[config.mk]
export PLATFORM = sky130hd
export DESIGN_NAME = activation_stage_ctrl
export DESIGN_NICKNAME = d
export VERILOG_FILES = /design/src/rtl/act_pkg.sv /design/src/rtl/act_lane_reg.sv /design/src/rtl/activation_stage_ctrl.sv
export SDC_FILE = /design/constraint.sdc
export NUM_CORES = 1
export LEC_CHECK = 0
export ABC_AREA = 1
export CORE_AREA = 2 2 202 204
export DETAILED_ROUTE_END_ITERATION = 8
export DIE_AREA = 0 0 204 206
export GPL_ROUTABILITY_DRIVEN = 0
export GPL_TIMING_DRIVEN = 0
export SLEW_MARGIN = 5
export SYNTH_ARGS = -nofsm -noshare
export SYNTH_HDL_FRONTEND = slang
export SYNTH_HIERARCHICAL = 1
export SYNTH_SLANG_ARGS = --single-unit
export TNS_END_PERCENT = 30
[constraint.sdc]
create_clock -name clk -period 3.35 [get_ports clk]
set_input_delay 0.335 -clock clk [delete_from_list [all_inputs] [get_ports clk]]
set_output_delay 0.335 -clock clk [all_outputs]
set_load 0.1 [all_outputs]
[src/rtl/act_pkg.sv]
// Shared encodings for the activation stage: function select, FSM states, error bit positions.
package act_pkg;

   typedef enum logic [1:0] {
      ACT_PASS = 2'd0,
      ACT_SIG  = 2'd1,
      ACT_TANH = 2'd2,
      ACT_RSVD = 2'd3
   } act_func_e;

   typedef enum logic [1:0] {
      ST_IDLE  = 2'd0,
      ST_WAIT  = 2'd1,
      ST_DRIVE = 2'd2
   } act_state_e;

   localparam int ERR_TIMEOUT = 0;
   localparam int ERR_ILLEGAL = 1;

endpackage

[src/rtl/act_lane_reg.sv]
// Full-width lane bus register with load enable and async active-low clear.
// Latency 1 cycle; no backpressure, holds its value until the next load.
module act_lane_reg #(
   parameter int W = 128
) (
   input  logic         clk,
   input  logic         rst_n,
   input  logic         ld_i,
   input  logic [W-1:0] d_i,
   output logic [W-1:0] q_o
);

   logic [W-1:0] bus_q;

   always_ff @(posedge clk or negedge rst_n) begin
      if (!rst_n) begin
         bus_q <= '0;
      end else if (ld_i) begin
         bus_q <= d_i;
      end
   end

   assign q_o = bus_q;

endmodule

[src/rtl/activation_stage_ctrl.sv]
// Registered activation select for the north feedback path: latches east/sigmoid/tanh once per start.
// Latency start->north_valid 2 edges minimum; start outside IDLE is dropped, WAIT aborts after TIMEOUT cycles.
module activation_stage_ctrl
   import act_pkg::*;
#(
   parameter int LANES   = 4,
   parameter int WORD    = 32,
   parameter int TIMEOUT = 255
) (
   input  logic                  clk,
   input  logic                  reset,
   input  logic                  start,
   input  logic [1:0]            func,
   input  logic [LANES*WORD-1:0] east_o,
   input  logic [LANES*WORD-1:0] sig_o,
   input  logic [LANES*WORD-1:0] tanh_o,
   input  logic                  ready_sig,
   input  logic                  ready_tanh,
   input  logic                  err_clr,
   output logic [LANES*WORD-1:0] north_i,
   output logic                  north_valid,
   output logic                  busy,
   output logic [1:0]            err
);

   localparam int BW = LANES * WORD;
   localparam int CW = $clog2(TIMEOUT + 1);
   localparam logic [CW-1:0] CNT_LAST = CW'(TIMEOUT - 1);

   act_state_e      state_q;
   act_func_e       func_q;
   logic [CW-1:0]   cnt_q;
   logic            sig_prev_q;
   logic            tanh_prev_q;
   logic            north_valid_q;
   logic            busy_q;
   logic [1:0]      err_q;
   logic [1:0]      err_d;
   logic [1:0]      err_set;
   logic            sel_ready;
   logic            sel_prev;
   logic            rise;
   logic            load;
   logic [BW-1:0]   load_dat;

   // Both readies are tracked every cycle so a level already high on WAIT entry never reads as an edge.
   always_comb begin
      sel_ready = (func_q == ACT_TANH) ? ready_tanh  : ready_sig;
      sel_prev  = (func_q == ACT_TANH) ? tanh_prev_q : sig_prev_q;
      rise      = sel_ready & ~sel_prev;
      load      = (state_q == ST_WAIT) && ((func_q == ACT_PASS) || rise);

      case (func_q)
         ACT_SIG:  load_dat = sig_o;
         ACT_TANH: load_dat = tanh_o;
         default:  load_dat = east_o;
      endcase

      err_set              = 2'b00;
      err_set[ERR_ILLEGAL] = (state_q == ST_IDLE) && start && (func == ACT_RSVD);
      err_set[ERR_TIMEOUT] = (state_q == ST_WAIT) && !load && (cnt_q == CNT_LAST);
      err_d                = (err_q & ~{2{err_clr}}) | err_set;
   end

   always_ff @(posedge clk or negedge reset) begin
      if (!reset) begin
         state_q       <= ST_IDLE;
         func_q        <= ACT_PASS;
         cnt_q         <= '0;
         sig_prev_q    <= 1'b0;
         tanh_prev_q   <= 1'b0;
         north_valid_q <= 1'b0;
         busy_q        <= 1'b0;
         err_q         <= 2'b00;
      end else begin
         sig_prev_q    <= ready_sig;
         tanh_prev_q   <= ready_tanh;
         north_valid_q <= 1'b0;
         err_q         <= err_d;
         case (state_q)
            ST_IDLE: begin
               if (start && (func != ACT_RSVD)) begin
                  func_q  <= act_func_e'(func);
                  cnt_q   <= '0;
                  state_q <= ST_WAIT;
                  busy_q  <= 1'b1;
               end
            end
            ST_WAIT: begin
               if (load) begin
                  state_q       <= ST_DRIVE;
                  north_valid_q <= 1'b1;
               end else if (err_set[ERR_TIMEOUT]) begin
                  state_q <= ST_IDLE;
                  busy_q  <= 1'b0;
               end else begin
                  cnt_q <= cnt_q + CW'(1);
               end
            end
            default: begin
               state_q <= ST_IDLE;
               busy_q  <= 1'b0;
            end
         endcase
      end
   end

   act_lane_reg #(
      .W(BW)
   ) u_north_reg (
      .clk  (clk),
      .rst_n(reset),
      .ld_i (load),
      .d_i  (load_dat),
      .q_o  (north_i)
   );

   assign north_valid = north_valid_q;
   assign busy        = busy_q;
   assign err         = err_q;

endmodule

==> metrics.md, run 1 <==
| Metric | Value |
|---|---|
| Final Max Slew Viols | `0` |
| Critical path endpoint category | `flip-flop` |
| Final Setup Violations | `0` |
| DRT antenna net count | `0` |
| # nets final | `2,169` |
| Fmax | `408 MHz` |
| Rows | `74` |
| Max cap viols | `0` |
| Layout cell share with drive strength beyond 1 | `6.50%` |
| First DRT Iteration DRCs | `605` |
| Max IR drop VDD | `0.553 mV` |
| Relative slew slack | `28.1%` |
| DR WL/cell | `17.7 um` |
| Area post-placement | `14,400 um^2` |
| Vias in the first global route | `9,813` |
| Pwr dens | `1240 nW/um^2` |
| Hold Path Class | `in -> reg` |
| Dpl cells | `2,284` |
| Syn Nets | `1,625` |
| Pre-CTS setup slack | `0.856 ns` |
| Slew @ Worst Pin | `1.08 ns` |
| Adder-cell share of the synthesized area | `0.742%` |
| Total power | `18,600 uW` |
| Finished Cell Area | `15,000 um^2` |
| Critical-path maximum fanout | `10` |
| RSZ-0062 raised after global routing | `false` |
| Clock Sinks | `146` |
| Synth warnings | `6` |
| IO Count | `524` |
| Routed vias/inst | `4.38` |
| Layout area overhead | `78.3%` |
| Final period util | `73.2%` |
| Num CTS Buffers | `17` |
| Clock Skew | `0.0105 ns` |
| Mux contribution to synthesized area | `0%` |
| Vias | `10,100` |
| Fin worst setup slack | `0.899 ns` |
| Gr ovfl total | `0` |
| Fin cells | `2,317` |
| Register area share after synthesis | `43.3%` |
| Run status | `completed` |
| Avg Synthesized Cell Area | `6.87 um^2` |
| Pin count of the biggest net entering global routing | `80` |
| Worst EP arrival | `2.82 ns` |
| Htree depth | `4` |
| Post-CTS Setup Bufs | `0` |
| Hold Vio Cnt, Final | `0` |
| Most frequent cells in the layout | `nand2_1 (678), clkdlybuf4s50_1 (522), dfrtp_1 (146), nor2_1 (135), a31oi_1 (128)` |
| Hpwl dp | `31.9 mm` |
| Total wire length | `40.9 mm` |
| Final Critical Period | `2.45 ns` |
| Initial Utilization | `21.0%` |
| Die W | `204 um` |
| Synth Area in Simple Gates | `37.5%` |
| Commonest non-fill, non-tap cell in the layout | `nand2_1` |
| Reg clk slew, reported paths | `0.06 ns` |
| Compound-gate portion of the synthesized area | `10.3%` |
| Initial antenna violation count | `2` |
| Ant. Diodes | `0` |
| Setup slack, reg-to-reg | `0.90 ns` |
| CTS root buf | `clkbuf_16` |
| Clock Latency Late Sink | `0.44 ns` |
| Distinct cells, synth | `26` |
| Die height | `206 um` |
| Worst path required time | `3.72 ns` |
| Leakage | `0.00664 uW` |
| Clock buffer depth | `2` |
| Port bufs | `523` |
| Total Routing Usage GR | `18.7%` |
| Setup tns final | `0 ns` |
| DIE AREA | `42,000 um^2` |
| Core Area | `40,200 um^2` |
| CTS tree | `yes` |
| Residual DRC | `0` |
| Startpoint Class | `flip-flop` |
| FF+latch count, synth | `146` |
| Post-Syn Instances | `1,228` |
| First-pass GRT wire length | `58.4 mm` |
| Synth Cell Area | `8430 um^2` |
| Main combinational cell family by area after synthesis | `simple AND/OR/NAND/NOR gates` |
| Critical path class | `reg -> reg` |
| Post-Synth XOR/XNOR Area | `0.312%` |
| First-pass iteration count of the detailed router | `5` |
cell type report:
| cell class | count | area [um^2] |
|---|---|---|
| clock buffers | 19 | 453 |
| multi-input cells | 976 | 4120 |
| flip-flops and latches | 146 | 3650 |
| fillers | 4246 | 25100 |
| plain buffers | 84 | 578 |
| clock inverters | 13 | 205 |
| repair buffers | 525 | 5280 |
| well taps | 532 | 666 |
| inverters | 22 | 82.6 |
layer usage:
metal / global-route usage (%) / share of wire [%] / up-vias
met5: 0 / 0 / -
met4: 5.12 / 1.7 / 0
met3: 4.87 / 6.8 / 32
met2: 32.9 / 49 / 381
met1: 22.4 / 42 / 4742
li1: - / - / 4990
power breakdown:
| group | leakage [uW] | switching [uW] | total (uW) | internal, uW |
|---|---|---|---|---|
| Sequential | 0.00184 | 424 | 2980 | 2560 |
| Combinational | 0.00449 | 9940 | 13500 | 3550 |
| Clock | 0.000316 | 794 | 2160 | 1360 |
| Total | 0.00664 | 11200 | 18600 | 7470 |
worst max-delay path: stages (launching register included):
cell	delay, ns
dfrtp_1	0.38
inv_1	0.09
ha_1	0.15
buf_2	0.43
clkbuf_1	0.53
nand2_1	0.11
a31oi_1	0.49
nand2_1	0.11
nand2_1	0.08
timing repair:
item                      in CTS  in global routing
resized for setup              0                  0
hold endpoints to repair      67                  0
hold buffers                   1                  0
metrics by stage:
step | hold slack (ns) | util (%)
floorplan | 0.0394 | -
global placement | 0.452 | 35.7
detailed placement | 0.339 | 35.8
CTS | 0.339 | 37.4
global route | 0.367 | 37.4
finish | 0.376 | 37.4
synth_stat cells, drive strengths merged:
master	instances	share of area (%)
ha	5	0.74
clkbuf	11	0.49
nand4	2	0.15
o21ai	5	0.30
nand3	8	0.68
dfrtp	146	43
nor3b	1	0.089
o22ai	2	0.15
buf	73	6.4
o21a	1	0.089
inv	22	0.98
xnor2	1	0.10
xor2	2	0.21
a31oi	128	9.5
o21bai	2	0.18
a21oi	2	0.12
nand2	680	30
nor2	137	6.2
state kept, by name (all words and copies together), names as in the netlist, 2 cells and up:
register / count
func_q: 2
state_q: 2
cnt_q: 8
err: 2
u_north_reg/q_o: 128
worst paths after layout:
kind                                                 startpoint  cells past startpoint                               to
worst max-delay path                      func_q[1]$_DFFE_PN0P_                      8  u_north_reg/q_o[52]$_DFFE_PN0P_
worst min-delay path                                  ready_sig                      1             sig_prev_q$_DFF_PN0_
worst max register to register            func_q[1]$_DFFE_PN0P_                      8  u_north_reg/q_o[52]$_DFFE_PN0P_
worst min register to register  u_north_reg/q_o[61]$_DFFE_PN0P_                      2  u_north_reg/q_o[61]$_DFFE_PN0P_
max in group asynchronous                                 reset                      3   u_north_reg/q_o[9]$_DFFE_PN0P_
min in group asynchronous                                 reset                      2  u_north_reg/q_o[81]$_DFFE_PN0P_
cell families (layout without fill, tap and decap cells):
family,after synthesis,after routing
DFF,146,146
xor gates and xnor gates,3,3
and+or+nand+nor,828,828
adders and majority gates,5,5
AOI/OAI and AO/OA,140,140
buffers and inverters,106,663
(Power assumes the default switching activity.)
==> inputs of run 2 (changes only) <==
Settings changed: CORE_AREA 2 2 202 204 to 2 2 204 206, DIE_AREA 0 0 204 206 to 0 0 206 208.
Clock period 3.35 ns to 2.55 ns, I/O delays scaled along.
==> run 2 against run 1 <==
Compared with the run above:
- hold slack worse by 0.083 ns
- via count rose by 0.34%
- core utilization down 0.56 points
- critical path depth unchanged
- clock power up 13%
- sequential cell count stayed put
- sequential share of layout area up 0.15 points
- non-clock buffer count is the same
- maximum frequency is 3.4% higher
- first-iteration DRC count is 26% lower
- critical path type unchanged
- largest power group unchanged
==> metrics.md, run 2 (synthesis results as in run 1) <==
| Metric | Value |
|---|---|
| Run status | `completed` |
| Clock Latency Late Sink | `0.44 ns` |
| Dpl cells | `2,284` |
| Final Max Slew Viols | `0` |
| R2r startpoint | `func_q[0]$_DFFE_PN0P_` |
| First-pass iteration count of the detailed router | `5` |
| RR Endpoint | `u_north_reg/q_o[53]$_DFFE_PN0P_` |
| Max cap viols | `0` |
| Setup tns final | `0 ns` |
| Clock Skew | `0.00924 ns` |
| CTS tree | `yes` |
| Most frequent cells in the layout | `nand2_1 (678), clkdlybuf4s50_1 (522), dfrtp_1 (146), nor2_1 (135), a31oi_1 (127)` |
| Leakage | `0.00659 uW` |
| Setup slack, reg-to-reg | `0.18 ns` |
| Max IR drop VDD | `0.643 mV` |
| Die W | `206 um` |
| Total wire length | `41.6 mm` |
| Vias in the first global route | `10,000` |
| Gr ovfl total | `0` |
| Hold depth | `1` |
| Post-CTS Setup Bufs | `0` |
| Critical-path maximum fanout | `10` |
| Clock buffer depth | `2` |
| Num CTS Buffers | `17` |
| Fin cells | `2,319` |
| Slew @ Worst Pin | `1.09 ns` |
| Core Area | `40,600 um^2` |
| Final Critical Period | `2.37 ns` |
| Worst EP arrival | `2.74 ns` |
| Die height | `208 um` |
| Residual DRC | `0` |
| Fmax | `422 MHz` |
| Hold endpoint | `tanh_prev_q$_DFF_PN0_` |
| Clock Sinks | `146` |
| DR WL/cell | `17.9 um` |
| Final period util | `92.9%` |
| Critical path endpoint category | `flip-flop` |
| Hpwl dp | `32.7 mm` |
| Hold Path Class | `in -> reg` |
| Final Setup Violations | `0` |
| Worst path required time | `2.92 ns` |
| Worst reg-to-reg path cell count | `8` |
| Routed vias/inst | `4.39` |
| Hold Vio Cnt, Final | `0` |
| Commonest non-fill, non-tap cell in the layout | `nand2_1` |
| Htree depth | `4` |
| Rows | `74` |
| CTS root buf | `clkbuf_16` |
| IO Count | `524` |
| Max reg flops | `128` |
| Reg clk slew, reported paths | `0.07 ns` |
| Initial antenna violation count | `3` |
| Critical path class | `reg -> reg` |
| Startpoint Class | `flip-flop` |
| Layout area overhead | `77.2%` |
| Initial Utilization | `20.8%` |
| RSZ-0062 raised after global routing | `false` |
| Port bufs | `523` |
| Layout cell share with drive strength beyond 1 | `6.44%` |
| Min-delay src | `ready_tanh` |
| DIE AREA | `42,800 um^2` |
| Total Routing Usage GR | `18.8%` |
| # nets final | `2,169` |
| First DRT Iteration DRCs | `447` |
| Pin count of the biggest net entering global routing | `92` |
| Vias | `10,200` |
| DRT antenna net count | `0` |
| Relative slew slack | `27.0%` |
| First-pass GRT wire length | `59.9 mm` |
| Pwr dens | `1610 nW/um^2` |
run 2: worst max-delay path: stages, from the launching register on:
cell	delay, ns
dfrtp_1	0.35
inv_1	0.08
ha_1	0.37
buf_2	0.41
buf_2	0.32
nor2_1	0.08
a31oi_1	0.48
nand2_1	0.12
nand2_1	0.08
run 2: power breakdown:
part           internal (uW)  switching [uW]  total (uW)
clock network           1370            1070        2440
registers               3360             541        3900
logic                   4680           13100       17800
total                   9410           14700       24100
run 2: how the worst max path moves through the flow:
stage | slack [ns] | depth (start not counted) | end | startpoint
after global routing | 0.02 | 8 | u_north_reg/q_o[53]$_DFFE_PN0P_ | func_q[1]$_DFFE_PN0P_
after global placement | -5.29 | 1 | u_north_reg/q_o[53]$_DFFE_PN0P_ | reset
after floorplan | 0.90 | 11 | u_north_reg/q_o[100]$_DFFE_PN0P_ | func_q[0]$_DFFE_PN0P_
after detailed placement | 0.06 | 8 | u_north_reg/q_o[53]$_DFFE_PN0P_ | func_q[0]$_DFFE_PN0P_
final | 0.18 | 8 | u_north_reg/q_o[53]$_DFFE_PN0P_ | func_q[0]$_DFFE_PN0P_
after CTS | 0.04 | 8 | u_north_reg/q_o[53]$_DFFE_PN0P_ | func_q[0]$_DFFE_PN0P_
run 2: timing repair:
item / in CTS / in global routing
hold buffers: 1 / 0
hold endpoints to repair: 55 / 0
gates resized for setup: 0 / 2
setup endpoints to repair: 0 / 3
run 2: stage by stage:
stage | worst slack [ns] | total power, uW | util (%) | hold WS [ns] | cell area, um^2
4_1_cts | 0.0440 | 24400 | 36.8 | 0.259 | 14900
5_1_grt | 0.0194 | 25600 | 36.8 | 0.293 | 14900
3_5_place_dp | 0.0649 | 21900 | 35.4 | 0.213 | 14400
3_3_place_gp | -5.29 | 21800 | 35.3 | 0.453 | 14300
6_report | 0.180 | 24100 | 36.9 | 0.293 | 14900
2_1_floorplan | 0.903 | 16300 | - | -0.0406 | 8430
run 2: final cells by class:
type / instances / area, um^2
fill: 4312 / 25600
timing repair buffer: 525 / 5280
multi-input combinational: 976 / 4130
sequential: 146 / 3650
tap: 532 / 666
buffer: 84 / 581
clock buffer: 20 / 447
clock inverter: 12 / 108
inverter: 22 / 82.6
antenna: 2 / 5.00
run 2: per-layer routing:
layer	track usage (%)	part of all wire, %
met3	5.50	8.6
met1	22.0	40
met4	5.37	1.7
met2	33.1	49
met5	0	0.046
